## config.mk

```make
export PLATFORM = sky130hd
export DESIGN_NAME = sdram_pattern_tester
export DESIGN_NICKNAME = d
export VERILOG_FILES = /design/src/rtl/sdram_pkg.sv /design/src/rtl/sdram_pattern_gen.sv /design/src/rtl/sdram_pattern_tester.sv
export SDC_FILE = /design/constraint.sdc
export NUM_CORES = 1
export LEC_CHECK = 0
export CAP_MARGIN = 15
export CELL_PAD_IN_SITES_DETAIL_PLACEMENT = 1
export CELL_PAD_IN_SITES_GLOBAL_PLACEMENT = 1
export CORE_MARGIN = 2
export CORE_UTILIZATION = 38
export DETAILED_ROUTE_END_ITERATION = 10
export PLACE_DENSITY_LB_ADDON = 0.05
export SETUP_SLACK_MARGIN = 0.15
export SYNTH_ARGS = -nofsm -noshare
export SYNTH_HDL_FRONTEND = slang
export SYNTH_SLANG_ARGS = --single-unit
```

## constraint.sdc

```tcl
create_clock -name clk -period 3.4 [get_ports clk]
set_input_delay 0.34 -clock clk [delete_from_list [all_inputs] [get_ports clk]]
set_output_delay 0.34 -clock clk [all_outputs]
set_load 0.02 [all_outputs]
```

## src/rtl/sdram_pkg.sv

```systemverilog
// Shared widths, tester state encoding and LFSR constants for the SDRAM pattern tester.
package sdram_pkg;
  localparam int SD_ADDR_WIDTH = 25;
  localparam int SD_DATA_WIDTH = 8;
  // x^8+x^6+x^5+x^4+1 in left-shifting Galois form (feedback into bits 6,5,4,0)
  localparam logic [7:0] LFSR_TAPS = 8'h71;

  typedef enum logic [2:0] {
    ST_IDLE, ST_WR_REQ, ST_RD_REQ, ST_RD_WAIT, ST_DONE
  } tester_state_e;

  function automatic logic [7:0] lfsr_next(input logic [7:0] q);
    return {q[6:0], 1'b0} ^ (q[7] ? LFSR_TAPS : 8'h00);
  endfunction
endpackage

```

## src/rtl/sdram_pattern_gen.sv

```systemverilog
// Byte pattern source for the tester: address XOR seed, or an 8-bit Galois LFSR
// when SDRAM_TESTER_LFSR_EN is defined (reloaded at the start of each phase).
module sdram_pattern_gen
  import sdram_pkg::*;
(
`ifdef SDRAM_TESTER_LFSR_EN
  input  logic       clk,
  input  logic       rst,
  input  logic       load_i,
  input  logic       step_i,
`else
  input  logic [7:0] addr_i,
`endif
  input  logic [7:0] seed_i,
  output logic [7:0] pattern_o
);
`ifdef SDRAM_TESTER_LFSR_EN
  logic [7:0] lfsr_q, lfsr_d;

  always_comb begin
    lfsr_d = lfsr_q;
    // an all-zero state would never leave zero
    if (load_i)      lfsr_d = (seed_i == 8'h00) ? 8'h01 : seed_i;
    else if (step_i) lfsr_d = lfsr_next(lfsr_q);
  end

  always_ff @(posedge clk or posedge rst) begin
    if (rst) lfsr_q <= '0;
    else     lfsr_q <= lfsr_d;
  end

  assign pattern_o = lfsr_q;
`else
  assign pattern_o = addr_i ^ seed_i;
`endif
endmodule

```

## src/rtl/sdram_pattern_tester.sv

```systemverilog
// SDRAM self-test client: writes a seeded byte pattern over an address window, reads it back
// and reports mismatches/timeouts. Define SDRAM_TESTER_LFSR_EN for an LFSR pattern instead.
module sdram_pattern_tester
  import sdram_pkg::*;
#(
  parameter int                    ADDR_WIDTH     = SD_ADDR_WIDTH,
  parameter int                    DATA_WIDTH     = SD_DATA_WIDTH,
  parameter logic [ADDR_WIDTH-1:0] BASE_ADDR      = '0,
  parameter int                    WORD_COUNT     = 1024,
  parameter int                    TIMEOUT_CYCLES = 255
) (
  input  logic                  clk,
  input  logic                  rst,
  input  logic                  start,
  input  logic [DATA_WIDTH-1:0] seed,
  output logic                  busy,
  output logic                  done,
  output logic                  pass,
  output logic                  timeout,
  output logic [15:0]           error_count,
  output logic [ADDR_WIDTH-1:0] first_err_addr,
  output logic [ADDR_WIDTH-1:0] wr_addr,
  output logic                  wr_enable,
  output logic [DATA_WIDTH-1:0] wr_data,
  output logic [ADDR_WIDTH-1:0] rd_addr,
  output logic                  rd_enable,
  input  logic [DATA_WIDTH-1:0] rd_data,
  input  logic                  rd_ready,
  input  logic                  ack
);
  localparam int TW = $clog2(TIMEOUT_CYCLES + 1);
  localparam logic [ADDR_WIDTH-1:0] LAST_ADDR = BASE_ADDR + ADDR_WIDTH'(WORD_COUNT - 1);

  tester_state_e         state_q, state_d;
  logic [ADDR_WIDTH-1:0] addr_q, addr_d, first_q, first_d;
  logic [7:0]            seed_q, seed_d, pattern;
  logic [15:0]           err_q, err_d;
  logic [TW-1:0]         timer_q, timer_d;
  logic                  gap_q, gap_d, busy_q, busy_d, done_q, done_d, tmo_q, tmo_d;
  logic                  wr_acc, rd_acc, cmp_now, tmo_hit, rd_fin, rec_err, is_last;

  // gap_q blanks the request for the cycle after an ack so requests are never back-to-back
  assign wr_enable = (state_q == ST_WR_REQ) && !gap_q;
  assign rd_enable = (state_q == ST_RD_REQ) && !gap_q;
  assign wr_acc    = wr_enable && ack;
  assign rd_acc    = rd_enable && ack;
  assign cmp_now   = (rd_acc || state_q == ST_RD_WAIT) && rd_ready;
  assign tmo_hit   = (state_q == ST_RD_WAIT) && !rd_ready && (timer_q == TW'(TIMEOUT_CYCLES));
  assign rd_fin    = cmp_now || tmo_hit;
  assign rec_err   = tmo_hit || (cmp_now && (rd_data != DATA_WIDTH'(pattern)));
  assign is_last   = (addr_q == LAST_ADDR);

  assign wr_addr        = addr_q;
  assign rd_addr        = addr_q;
  assign wr_data        = DATA_WIDTH'(pattern);
  assign busy           = busy_q;
  assign done           = done_q;
  assign timeout        = tmo_q;
  assign error_count    = err_q;
  assign first_err_addr = first_q;
  assign pass           = done_q && (err_q == 16'h0000) && !tmo_q;

`ifdef SDRAM_TESTER_LFSR_EN
  logic pat_load, pat_step;
  assign pat_load = ((state_q == ST_IDLE) && start) || (wr_acc && is_last);
  assign pat_step = (wr_acc && !is_last) || rd_fin;
  sdram_pattern_gen u_gen (
    .clk       (clk),
    .rst       (rst),
    .load_i    (pat_load),
    .step_i    (pat_step),
    .seed_i    ((state_q == ST_IDLE) ? seed[7:0] : seed_q),
    .pattern_o (pattern)
  );
`else
  sdram_pattern_gen u_gen (
    .addr_i    (addr_q[7:0]),
    .seed_i    (seed_q),
    .pattern_o (pattern)
  );
`endif

  always_comb begin
    state_d = state_q;
    addr_d  = addr_q;
    seed_d  = seed_q;
    gap_d   = 1'b0;
    busy_d  = busy_q;
    done_d  = done_q;
    tmo_d   = tmo_q;
    err_d   = err_q;
    first_d = first_q;
    timer_d = timer_q;
    case (state_q)
      ST_IDLE: if (start) begin
        state_d = ST_WR_REQ;
        addr_d  = BASE_ADDR;
        seed_d  = seed[7:0];
        busy_d  = 1'b1;
        done_d  = 1'b0;
        tmo_d   = 1'b0;
        err_d   = '0;
        first_d = '0;
      end
      ST_WR_REQ: if (wr_acc) begin
        gap_d = 1'b1;
        if (is_last) begin
          addr_d  = BASE_ADDR;
          state_d = ST_RD_REQ;
        end else begin
          addr_d = addr_q + ADDR_WIDTH'(1);
        end
      end
      ST_RD_REQ: if (rd_acc) begin
        gap_d   = 1'b1;
        timer_d = '0;
        if (!rd_ready) state_d = ST_RD_WAIT;
      end
      ST_RD_WAIT: if (!rd_ready) timer_d = timer_q + TW'(1);
      ST_DONE:    state_d = ST_IDLE;
      default:    state_d = ST_IDLE;
    endcase

    if (rd_fin) begin
      if (rec_err) begin
        if (err_q == 16'h0000) first_d = addr_q;
        if (err_q != 16'hFFFF) err_d = err_q + 16'd1;
      end
      if (tmo_hit) tmo_d = 1'b1;
      if (is_last) begin
        state_d = ST_DONE;
        busy_d  = 1'b0;
        done_d  = 1'b1;
      end else begin
        addr_d  = addr_q + ADDR_WIDTH'(1);
        state_d = ST_RD_REQ;
      end
    end
  end

  always_ff @(posedge clk or posedge rst) begin
    if (rst) begin
      state_q <= ST_IDLE;
      addr_q  <= '0;
      seed_q  <= '0;
      gap_q   <= 1'b0;
      busy_q  <= 1'b0;
      done_q  <= 1'b0;
      tmo_q   <= 1'b0;
      err_q   <= '0;
      first_q <= '0;
      timer_q <= '0;
    end else begin
      state_q <= state_d;
      addr_q  <= addr_d;
      seed_q  <= seed_d;
      gap_q   <= gap_d;
      busy_q  <= busy_d;
      done_q  <= done_d;
      tmo_q   <= tmo_d;
      err_q   <= err_d;
      first_q <= first_d;
      timer_q <= timer_d;
    end
  end
endmodule
```

==> impl_metrics.toml, run 1 <==
[run_status]
status = "finished clean"

[detailed_routing]
route.vias.total = 4536
maxUsedRoutingLayer = "met4"
wl_met3_um = 692
drt_wl_total_um = 15300
ant_nets = 0
first_pass_iters = 4
routedWlPerCell_um = 18.8
drt_iter0_markers = 267
drcViolationCount = 0
detailroute.wirelength.met2_um = 7660
via_per_inst = 5.57
wl_met1_um = 6570

[floorplanning]
initial_utilization_pct = 39.0
die_y_um = 121
core_region_area_um2 = 13300
io_pins = 126
dieWidth_um = 121
rows = 42
total_die_area_um2 = 14600

[clock_tree]
clock_insertion_delay_worst_skew_ns = 0.35
post_cts_sizing_count = 0
cts.path.max_buffers = 2
clockRootBuffer = "sky130_fd_sc_hd__clkbuf_16"
cts_tree = "yes"
h-tree-depth = 3
clk_transition_reported_paths_ns = 0.07
post_cts_hold_buffer_count = 0
tritoncts_buffer_count = 9
post_cts.repair.setup_buffers = 0
cts_sinks = 89

[setup_path]
timing.critical_path.from_type = "register"
path_class = "reg2out"
cp_required_ns = 3.06
end_kind = "output port"
crit_arrival_ns = 2.45
critPathMaxFanout = 4

[sta]
worst_slew_pin_slew_ns = 0.809
max_freq_mhz = 358
final_critical_period_ns = 2.79
maxSlewHeadroom_pct = 45.6
hold_violations = 0
unrepaired_setup_endpoints_after_global_routing = "false"
finalSetupViolCount = 0
final_critical_path_share_of_the_clock_period_pct = 82.2
final-max-slew-violation-count = 0
final_critical_path_setup_slack_ns = 0.606
clock-skew-final_ns = 0.00901
final.setup.tns_ns = 0

[yosys]
syn-mean-instance-area_um2 = 9.60
synth_cell_types = 71
synth-edff-count = 0
ys_dominant_reg_cell = "sky130_fd_sc_hd__dfrtp_1"
synth.ff_latch_count = 89
synth.yosys.seq_area_share_pct = 43.0
synth_area_um2 = 5180
synthesis.nets = 565
yosysWarningCount = 0
asyncSetResetFlopFracSynth_pct = 100
syn_inst = 540

[finish]
insertedDiodeCount = 0
layout.cells.most_common = "sky130_fd_sc_hd__clkdlybuf4s50_1"
post-route-cell-area_um2 = 6700
layout.cells.most_common_list = "sky130_fd_sc_hd__clkdlybuf4s50_1, sky130_fd_sc_hd__dfrtp_1, sky130_fd_sc_hd__nand2_1, sky130_fd_sc_hd__inv_1, sky130_fd_sc_hd__nand3_1"
syn_to_final_growth_pct = 29.3
finish.utilization_pct = 50.4
regArea_um2 = 2230
fin_nets = 658
layout.filler_cells = 1507
layout-drive-gt1-share_pct = 6.58
multi_input_area_um2 = 2490

[grt]
grt_antenna_before_repair = 0
gr-total-overflow = 0
grt_first_pass_wirelength_um = 25700
grt.total_usage_pct = 22.4
grt_pass1_vias = 4904
grt_max_degree = 51

[placed_design]
dpl_cell_area_um2 = 6380
io_buffer_count = 125
place.gp.congestion = 0.890
post-place-ws_ns = 0.653
hpwlAfterDp_um = 11000

[power_and_ir_drop]
post-layout-total-power_mw = 3.26
cellLeakagePower_nw = 2.97
power.density_nw_per_um2 = 486
ir_drop_mv = 0.248

[hold_path]
hold_class = "in2async"

[flow_run]
max-cap-violations = 0
[Yosys cell counts, types with 3 or more instances]
cell / number / area, µm²
sky130_fd_sc_hd__buf_4: 26 / 195
sky130_fd_sc_hd__o21ai_0: 22 / 110
sky130_fd_sc_hd__o211ai_1: 8 / 60.1
sky130_fd_sc_hd__a22oi_1: 3 / 22.5
sky130_fd_sc_hd__a21o_1: 5 / 37.5
sky130_fd_sc_hd__nand2b_1: 3 / 18.8
sky130_fd_sc_hd__nand3_1: 28 / 140
sky130_fd_sc_hd__and4_1: 7 / 61.3
sky130_fd_sc_hd__nor2_1: 22 / 82.6
sky130_fd_sc_hd__ha_1: 4 / 50.1
sky130_fd_sc_hd__o311ai_0: 6 / 52.6
sky130_fd_sc_hd__xor2_1: 10 / 87.6
sky130_fd_sc_hd__a21oi_1: 4 / 20.0
sky130_fd_sc_hd__mux2i_1: 26 / 260
sky130_fd_sc_hd__or4_1: 3 / 22.5
sky130_fd_sc_hd__nor3_1: 17 / 85.1
sky130_fd_sc_hd__nor2b_1: 3 / 18.8
sky130_fd_sc_hd__xnor2_1: 3 / 26.3
sky130_fd_sc_hd__buf_2: 7 / 35.0
sky130_fd_sc_hd__mux2_2: 3 / 33.8
sky130_fd_sc_hd__and3_1: 4 / 25.0
sky130_fd_sc_hd__dfrtp_1: 89 / 2230
sky130_fd_sc_hd__a221o_1: 3 / 30.0
sky130_fd_sc_hd__nand2_1: 79 / 297
sky130_fd_sc_hd__clkbuf_1: 12 / 45.0
sky130_fd_sc_hd__and2_1: 7 / 43.8
sky130_fd_sc_hd__o31ai_1: 6 / 45.0
sky130_fd_sc_hd__xnor3_1: 8 / 180
sky130_fd_sc_hd__inv_1: 33 / 124
sky130_fd_sc_hd__nor4_1: 11 / 68.8
sky130_fd_sc_hd__or3_1: 12 / 75.1
sky130_fd_sc_hd__a31oi_1: 6 / 37.5
sky130_fd_sc_hd__nand4_1: 16 / 100
[worst max-delay path: stages, from the launching register on]
cell                              delay, ns
sky130_fd_sc_hd__dfrtp_1               0.41
sky130_fd_sc_hd__inv_1                 0.11
sky130_fd_sc_hd__ha_1                  0.14
sky130_fd_sc_hd__nor4b_1               0.28
sky130_fd_sc_hd__nand4_1               0.27
sky130_fd_sc_hd__nor3b_1               0.25
sky130_fd_sc_hd__clkdlybuf4s50_1       0.64
[per-layer routing]
layer	track usage, %	vias up
li1	-	2113
met1	28.3	2263
met2	37.4	136
met3	4.25	24
met4	9.59	0
met5	0	-
[where the power goes]
part | switching (mW) | internal (mW) | leakage [nW]
Clock | 0.458 | 0.652 | 0.161
Sequential | 0.149 | 1.12 | 1.21
Combinational | 0.444 | 0.434 | 1.60
Total | 1.05 | 2.21 | 2.97
[area by class of cell]
cell class,count,area share [%]
Clock buffer,9,3.36
Timing Repair Buffer,132,19.6
Tap cell,176,3.29
Inverter,33,1.87
Clock inverter,7,1.49
Multi-Input combinational cell,368,37.1
Sequential cell,89,33.2
[state kept, by name, indices dropped and copies added (netlist names), 3 cells and up]
register and flops:
error_count 16, first_err_addr 25, rd_addr 25, seed_q 8, state_q 3, timer_q 8
[per-stage QoR]
stage	instances	hold WS (ns)
global placement	798	0.482
global route	814	0.500
floorplan	540	0.445
detailed placement	798	0.498
CTS	814	0.451
finish	814	0.425
[logic make-up (layout without fill, tap and decap cells)]
logic type                 Yosys count  count (layout)  share of synthesized area (%)
and+or+nand+nor                    225             225                           23.3
AOI/OAI and AO/OA                   89              89                           12.4
DFF                                 89              89                           43.0
buffers and inverters               83             181                           9.01
xor gates and xnor gates            21              21                           5.67
adders and majority gates            4               4                          0.966
muxes                               29              29                           5.67
[worst paths after layout]
path | start | end | slack (ns) | cells after the start
worst max-delay path | error_count[1] | pass | 0.61 | 6
worst min-delay path | rst | state_q[0] | 0.42 | 2
worst max register to register | rd_addr[1] | rd_addr[4] | 0.67 | 6
worst min register to register | done | done | 0.51 | 1
max in group asynchronous | rst | rd_addr[21] | 2.28 | 3
min in group clk | done | done | 0.51 | 1
No activity file was read; power rests on OpenSTA's default activity.
==> run 2, diff against run 1 <==
Settings changed: CORE_UTILIZATION 38 to 34.
Clock period 3.4 ns to 2.5 ns, I/O delays scaled along.
==> run 2 against run 1 <==
Net effect:
- sequential power increased by 32%
- largest power group unchanged
- final area is 5.8% higher
- die area increased by 11%
- global-route usage fell by 1.8 points
- critical path depth unchanged
- cell count grew 7.4%
- worst hold slack lost 0.035 ns
==> impl_metrics.toml, run 2 (synthesis results as in run 1) <==
[grt]
grt.total_usage_pct = 20.5
grt_pass1_vias = 4959
grt_first_pass_wirelength_um = 26300
grt_max_degree = 90
grt_antenna_before_repair = 0
gr-total-overflow = 0

[floorplanning]
initial_utilization_pct = 34.5
total_die_area_um2 = 16200
io_pins = 126
dieWidth_um = 127
rows = 45
core_region_area_um2 = 15000
die_y_um = 127

[power_and_ir_drop]
ir_drop_mv = 0.357
share_comb_of_total_power_pct = 31.0
power.density_nw_per_um2 = 617
post-layout-total-power_mw = 4.38
power_frac_seq_pct = 38.3
power.share.switching_pct = 32.1
internal_power_mw = 2.97
power.switching_mw = 1.41
clock_power_share_pct = 30.7
cellLeakagePower_nw = 3.21

[clock_tree]
post_cts_hold_buffer_count = 0
cts.path.max_buffers = 2
h-tree-depth = 3
cts_tree = "yes"
cts_sinks = 89
tritoncts_buffer_count = 9
clockRootBuffer = "sky130_fd_sc_hd__clkbuf_16"
clk_transition_reported_paths_ns = 0.06
clock_insertion_delay_worst_skew_ns = 0.35

[hold_path]
hold_class = "in2async"

[setup_path]
crit-reg2reg-capture = "error_count[1]"
crit_arrival_ns = 2.07
cell_count_of_the_worst_reg_to_reg_path = 8
timing.critical_path.from_type = "register"
slowest_delay_ns = 0.41
critPathMaxFanout = 4
path_buf_inv = 2
critPathSlowestCell = "sky130_fd_sc_hd__dfrtp_1"
end_kind = "output port"
cp_required_ns = 2.25
path_class = "reg2out"
cpLargestDelayFamily = "simple AND/OR/NAND/NOR gates"
rr_startpoint = "timer_q[0]"
flop2flop_setup_slack_ns = 0.23
critical_path_cell_by_cell = "inv_1, ha_1, nor4b_2, nand4_1, nor3b_1, dlygate4sd2_1"

[placed_design]
post-place-ws_ns = 0.0462
dpl_cell_area_um2 = 6750
io_buffer_count = 125
place.gp.congestion = 0.846
hpwlAfterDp_um = 12000

[detailed_routing]
route.vias.total = 4672
drt_iter0_markers = 209
drt_wl_total_um = 16300
via_per_inst = 5.35
first_pass_iters = 4
drcViolationCount = 0
routedWlPerCell_um = 18.7
ant_nets = 0

[sta]
hold_violations = 0
unrepaired_setup_endpoints_after_global_routing = "true"
max_freq_mhz = 431
final_critical_path_setup_slack_ns = 0.180
maxSlewHeadroom_pct = 57.2
final-max-slew-violation-count = 0
clock-skew-final_ns = 0.00569
final_critical_path_share_of_the_clock_period_pct = 92.8
finalSetupViolCount = 0
worst_slew_pin_slew_ns = 0.637
final.setup.tns_ns = 0
final_critical_period_ns = 2.32
fin_hold_ws_ns = 0.390

[finish]
post-route-cell-area_um2 = 7090
multi_input_area_um2 = 2520
syn_to_final_growth_pct = 36.9
layout.cells.most_common = "sky130_fd_sc_hd__clkdlybuf4s50_1"
regArea_um2 = 2230
insertedDiodeCount = 0
layout.cells.most_common_list = "sky130_fd_sc_hd__clkdlybuf4s50_1, sky130_fd_sc_hd__dfrtp_1, sky130_fd_sc_hd__nand2_1, sky130_fd_sc_hd__buf_4, sky130_fd_sc_hd__inv_1"
layout.filler_cells = 1684
layout-drive-gt1-share_pct = 13.8
fin_nets = 707

[run_status]
status = "finished clean"

[flow_run]
max-cap-violations = 0
run 2: power groups by stage:
| stage | sequential (mW) | combinational [mW] | clock [mW] |
|---|---|---|---|
| 3_5_place_dp | 1.70 | 1.36 | 0 |
| 3_3_place_gp | 1.70 | 1.35 | 0 |
| 4_1_cts | 1.68 | 1.36 | 1.38 |
| 5_1_grt | 1.69 | 1.45 | 1.44 |
| 6_report | 1.68 | 1.36 | 1.34 |
| 2_1_floorplan | 1.76 | 0.690 | 0 |
run 2: area by class of cell:
| cell class | count | area share [%] |
|---|---|---|
| Multi-Input combinational cell | 368 | 35.6 |
| Clock inverter | 3 | 0.600 |
| Timing Repair Buffer | 181 | 23.9 |
| Inverter | 33 | 1.80 |
| Clock buffer | 12 | 3.33 |
| Sequential cell | 89 | 31.4 |
| Tap cell | 188 | 3.32 |
run 2: worst reg2reg max path: stages, from the launching register on:
cell	delay (ns)
sky130_fd_sc_hd__dfrtp_1	0.41
sky130_fd_sc_hd__ha_1	0.26
sky130_fd_sc_hd__nand2_2	0.16
sky130_fd_sc_hd__nor4_4	0.06
sky130_fd_sc_hd__buf_4	0.16
sky130_fd_sc_hd__buf_4	0.14
sky130_fd_sc_hd__or3_4	0.42
sky130_fd_sc_hd__nand2_1	0.18
sky130_fd_sc_hd__mux2_2	0.37
run 2: how the worst max path moves through the flow:
stage | from | end | slack [ns] | cells after the start
finish | error_count[1] | pass | 0.18 | 6
global route | error_count[1] | pass | 0.05 | 6
CTS | error_count[1] | pass | 0.08 | 6
detailed placement | rd_ready | error_count[6] | 0.05 | 7
global placement | rd_ready | error_count[6] | 0.10 | 7
floorplan | state_q[0] | timer_q[4] | 0.19 | 7
run 2: metal layers:
layer	vias up	global-route usage (%)	share of wire, %
met3	23	3.10	3.3
met1	2350	26.3	43
met5	-	0	0
li1	2201	-	-
met2	98	35.1	51
met4	0	7.89	2.2
run 2: through the flow:
stage | cells | util (%)
final | 874 | 47.2
after global routing | 874 | 47.2
after CTS | 872 | 46.8
after detailed placement | 856 | 44.9
after global placement | 856 | 44.9
after floorplan | 540 | -
run 2: repair_timing:
action                     4_1_cts  5_1_grt
buffers inserted                 1        2
pin swaps                        1        2
setup endpoints to repair        2       56
gates resized for setup          2        9
==> RTL change 1: new RTL, settings of run 2 <==
Take the reset off `addr_q` and load it in a clocked block of its own.
--- a/src/rtl/sdram_pattern_tester.sv
+++ b/src/rtl/sdram_pattern_tester.sv
@@ -142,5 +142,4 @@
     if (rst) begin
       state_q <= ST_IDLE;
-      addr_q  <= '0;
       seed_q  <= '0;
       gap_q   <= 1'b0;
@@ -153,5 +152,4 @@
     end else begin
       state_q <= state_d;
-      addr_q  <= addr_d;
       seed_q  <= seed_d;
       gap_q   <= gap_d;
@@ -164,3 +162,7 @@
     end
   end
+
+  always_ff @(posedge clk) begin
+    addr_q <= addr_d;
+  end
 endmodule
Formal check against the unedited RTL: differs if rst is asserted again (counterexample within 4 cycles, from zero or initial values and one cycle with rst high); with rst held inactive, the same outputs for 10 cycles.
==> RTL change 1 against run 2 <==
  * Sequential share of layout area down 1.3 points
  * Design area down 1.7%
  * Sequential cell count did not move
  * Area after synthesis is 2.4% lower
  * Core utilization is 0.79 points higher
  * Final cell count decreased by 0.23%
  * Via count grew 0.13%
  * Clock power about the same
  * Wire length shrank 2.6%
  * Total power is 1.3% lower
  * Worst setup slack better by 0.048 ns
  * Critical endpoint is now error_count[14]
==> RTL change 1: results (changes against run 2) <==
* 1st-iter DRT viols at 229 (+9.6%)
* Nets@finish at 708 (+0.14%)
* Met1 GRT Util at 0.265 (+0.00216)
* Syn Inst Count at 540 (unchanged)
* Status: completed
* Worst Reg2Reg Path Length in Cells at 8 (unchanged)
* Leak at 0.00309 uW (-3.7%)
* Via density at 5.36 (+0.36%)
* Post-DP HPWL at 12,100 um (+0.65%)
* Slew HR at 0.516 (-0.0555)
* Final wirelength at 15,900 um (-2.6%)
* CP startpoint: timer_q[0]
* Maximum clock rate at 440 MHz (+2.1%)
* Tightest Hold Check Type: input port to asynchronous set/reset pin
* Dpl cell area at 0.00663 mm2 (-1.8%)
* Family with the most delay on the worst path: compound AO/OA/AOI/OAI gates
* Clock Skew at 0.00676 ns (+0.00107 ns)
* Post-synth ARST share at 0.719 (-0.281)
* Post-synthesis sequential area ratio at 0.416 (-0.0141)
* Critical Path End: error_count[14]
* M3 GR Usage at 0.0348 (+0.00385)
* H-tree Lvls at 3 (unchanged)
* Pin count of the biggest net entering global routing at 33 (-63%)
* Vias in the first global route at 4,829 (-2.6%)
* # diodes at 0 (unchanged)
* Met2 Usage GRT at 0.363 (+0.0120)
* Worst Path Arrival at 2.47 ns (+0.40 ns)
* CTS Buf Count at 9 (unchanged)
* Clock-pin slew on the worst setup and hold paths at 0.07 ns
* Fraction of layout cells with a size suffix above 1 at 0.142 (+0.00396)
* Final Wtd Congestion at 0.823 (-2.7%)
* Critical path's slowest cell: o311ai_0
* Fillcell total at 1,673 (-0.65%)
* VDD IR-drop max at 0.000295 V (-18%)
* WL/cell at 18.2 um (-2.4%)
* Clk_lat worst skew at 0.35 ns (about the same)
* Unique masters post-synth at 72 (+1.4%)
* Dpl cells at 854 (-0.23%)
* Largest buffer count on any clock path at 2 (unchanged)
* First-pass GRT wire length at 26,200 um (-0.24%)
* Initial antenna violation count at 0 (unchanged)
* Syn_nets at 565 (unchanged)
* Crit path max fanout at 7 (+3)
* R2R Setup Slk at 0.23 ns
* Global Route Usage Sum at 0.207 (+0.00172)
* Synth top area cells: dfrtp_1 (32%), dfxtp_1 (9.9%), nand2_1 (5.9%)
* Most frequent cells after synthesis: nand2_1 (79), dfrtp_1 (64), inv_1 (33), nand3_1 (28)
* Dpl ws at -0.0215 ns (-0.0677 ns)
* Root buf cell: clkbuf_16
RTL change 1: cells by family (layout without fill, tap and decap cells):
family,Yosys count,after routing,share of synthesized area
buffers and inverters,83,231,0.0923
XOR/XNOR,21,21,0.0581
adder cells (fa/ha/maj),4,4,0.00990
AO/OA/AOI/OAI,89,89,0.127
multiplexers,29,29,0.0581
AND/OR/NAND/NOR,225,225,0.239
flip-flops,89,89,0.416
RTL change 1: worst min path at each step:
stage,from,to,cells past startpoint
final,rst,timer_q[7],2
after detailed placement,timer_q[7],timer_q[7],1
after global placement,seed_q[5],seed_q[5],2
after global routing,rst,timer_q[6],2
after CTS,rst,timer_q[7],2
after floorplan,seed[0],seed_q[0],2
RTL change 1: metal layers:
layer / vias up / part of all wire
met5: - / 0
met4: 0 / 0.013
met2: 100 / 0.51
met1: 2358 / 0.45
li1: 2203 / -
met3: 17 / 0.032
RTL change 1: cell type report:
type | instances | share of cell area
clock buffers | 13 | 0.0373
clock inverters | 3 | 0.00359
inverters | 33 | 0.0178
multi-input cells | 368 | 0.363
flip-flops and latches | 89 | 0.302
well taps | 184 | 0.0330
repair buffers | 182 | 0.243
RTL change 1: stage by stage:
stage                     total power [uW]  hold slack [ns]   util
final                                 4320            0.270  0.480
after detailed placement              3020            0.517  0.456
after global placement                3000            0.503  0.456
after floorplan                       2440            0.355      -
after CTS                             4370            0.280  0.476
after global routing                  4520            0.331  0.480
RTL change 1: where the power goes:
part	leakage [uW]	internal (uW)	total, uW	switching [uW]
combinational	0.00188	657	1300	644
clock	0.000136	734	1340	610
sequential	0.00108	1530	1680	151
total	0.00309	2920	4320	1410
RTL change 1: what timing repair did:
action / in CTS / in global routing
resized for setup: 3 / 11
buffers inserted: 0 / 2
endpoints found under the setup margin: 6 / 45
pin swaps: 1 / 2
==> RTL change 2: new RTL, config.mk and constraints of run 2 <==
Without the edit above. Set the parameter `TIMEOUT_CYCLES` to 510 (it was 255).
--- a/src/rtl/sdram_pattern_tester.sv
+++ b/src/rtl/sdram_pattern_tester.sv
@@ -8,5 +8,5 @@
   parameter logic [ADDR_WIDTH-1:0] BASE_ADDR      = '0,
   parameter int                    WORD_COUNT     = 1024,
-  parameter int                    TIMEOUT_CYCLES = 255
+  parameter int                    TIMEOUT_CYCLES = 510
 ) (
   input  logic                  clk,
Behaviour: same outputs for any inputs over 4 cycles, from zero or initial values and one cycle with rst high; that may be too few to reach the edited logic, so the function may still have changed.
==> RTL change 2 against run 2 <==
  * Design area shrank 2.9%
  * Worst setup slack improved by 0.078 ns
  * Critical path depth down 1
  * Area after synthesis fell by 3.7%
  * Wire length fell by 7.9%
  * Sequential cell count is 1 higher
  * Final cell count fell by 0.11%
Power is not compared: it rests on default switching activity, and its combinational part moved more than twofold at a synthesized area within 25%.
==> RTL change 2: results (changes against run 2) <==
* Worst Path Arrival at 1.99 ns (-0.08 ns)
* Status: completed
* Synth top area cells: dfrtp_1 (45%), nand2_1 (9.5%), o21ai_0 (4.8%)
* Dpl cells at 856 (unchanged)
* Fin Hold WS at 0.415 ns (+0.0253 ns)
* Reg2reg start: timer_q[0]
* Input/output buffers at 125 (unchanged)
* VDD IR-drop max at 0.000387 V
* Nets@finish at 710 (+0.42%)
* Leak at 0.00295 uW
* Clock-pin slew on the worst setup and hold paths at 0.07 ns
* Largest buffer count on any clock path at 2 (unchanged)
* Crit path max fanout at 6 (+2)
* Worst Reg2Reg Path Length in Cells at 9 (+1)
* First-pass GRT wire length at 24,800 um (-5.5%)
* DR vias at 4,602 (-1.5%)
* CTS Buf Count at 9 (unchanged)
* Post-DP HPWL at 10,900 um (-9.0%)
* Final Wtd Congestion at 0.788 (-6.9%)
* Tightest Hold Check Type: input port to asynchronous set/reset pin
* Final wirelength at 15,000 um (-7.9%)
* Root buf cell: clkbuf_16
* Post-synthesis sequential area ratio at 0.451 (+0.0215)
* Worst r2r dst: rd_addr[20]
* Clk_lat worst skew at 0.35 ns (about the same)
* Pin count of the biggest net entering global routing at 91 (+1.1%)
* H-tree Lvls at 3 (unchanged)
* Synthesis warning total at 0 (unchanged)
* 1st-iter DRT viols at 237 (+13%)
* Initial antenna violation count at 0 (unchanged)
* DRT Pass-1 Iters at 4 (unchanged)
* Global Route Usage Sum at 0.194 (-0.0116)
* Most frequent cells after synthesis: nand2_1 (126), dfrtp_1 (90), o21ai_0 (48), buf_4 (29)
* Vias in the first global route at 4,773 (-3.8%)
* Post-synth ARST share at 1.00 (unchanged)
* Unique masters post-synth at 53 (-25%)
* Clock Skew at 0.00915 ns (+0.00346 ns)
* R2R Setup Slk at 0.29 ns (+0.06 ns)
* Worst-Margin Slew at 0.501 ns (-0.136 ns)
* Syn_nets at 588 (+4.1%)
* Avg Synthesized Cell Area at 8.88 um2 (-7.5%)
* Dpl cell area at 0.00647 mm2 (-4.1%)
* Fraction of layout cells with a size suffix above 1 at 0.118 (-0.0209)
* Post-route insts no fill at 873 (-0.11%)
* # diodes at 0 (unchanged)
[RTL change 2: timing repair]
item	4_1_cts	5_1_grt
resized for setup	3	11
pin swaps	0	1
buffers inserted	0	1
endpoints found under the setup margin	2	22
hold endpoints to repair	0	0
[RTL change 2: logic make-up after synthesis]
logic type / share of synthesized area
AND/OR/NAND/NOR: 0.250
flip-flops: 0.451
XOR/XNOR: 0.0614
AO/OA/AOI/OAI: 0.127
buffers and inverters: 0.0775
multiplexers: 0.0201
adder cells (fa/ha/maj): 0.0125
[RTL change 2: how the worst max path moves through the flow]
stage                   start              end  slack (ns)
3_3_place_gp   error_count[0]             pass        0.06
6_report           state_q[1]        wr_enable        0.26
2_1_floorplan      rd_addr[3]  error_count[13]        0.30
5_1_grt            rd_addr[6]      rd_addr[23]        0.13
4_1_cts        error_count[0]             pass        0.14
3_5_place_dp              ack  error_count[10]        0.05
[RTL change 2: routing by layer]
metal,vias up,global-route usage,part of all wire,wire length (um)
met4,0,0.0549,0.013,191
met3,12,0.0265,0.029,440
met1,2315,0.254,0.46,6930
met2,88,0.335,0.50,7470
li1,2187,-,-,-
met5,-,0,0,0
[RTL change 2: power by group]
part | internal (uW) | leakage, uW | switching [uW]
clock | 1080 | 0.000176 | 607
combinational | 1430 | 0.00156 | 1690
sequential | 1730 | 0.00122 | 359
total | 4230 | 0.00295 | 2660
[RTL change 2: final cells by class]
type	instances	area (um2)
Fill cell	1644	7530
Multi-Input combinational cell	405	2410
Sequential cell	90	2250
Timing Repair Buffer	167	1590
Tap cell	184	230
Clock buffer	9	225
Clock inverter	7	141
Inverter	11	45.0
[RTL change 2: critical path, stage by stage (launching register included)]
cell and delay (ns):
dfrtp_1 0.45, buf_4 0.19, nor2_2 0.17, nand2_1 0.12, nor2_1 0.11, clkdlybuf4s50_1 0.61
[RTL change 2: stage by stage]
step,setup slack [ns],utilization
5_1_grt,0.128,0.478
4_1_cts,0.138,0.475
3_5_place_dp,0.0530,0.449
3_3_place_gp,0.0601,0.449
2_1_floorplan,0.296,-
6_report,0.257,0.478
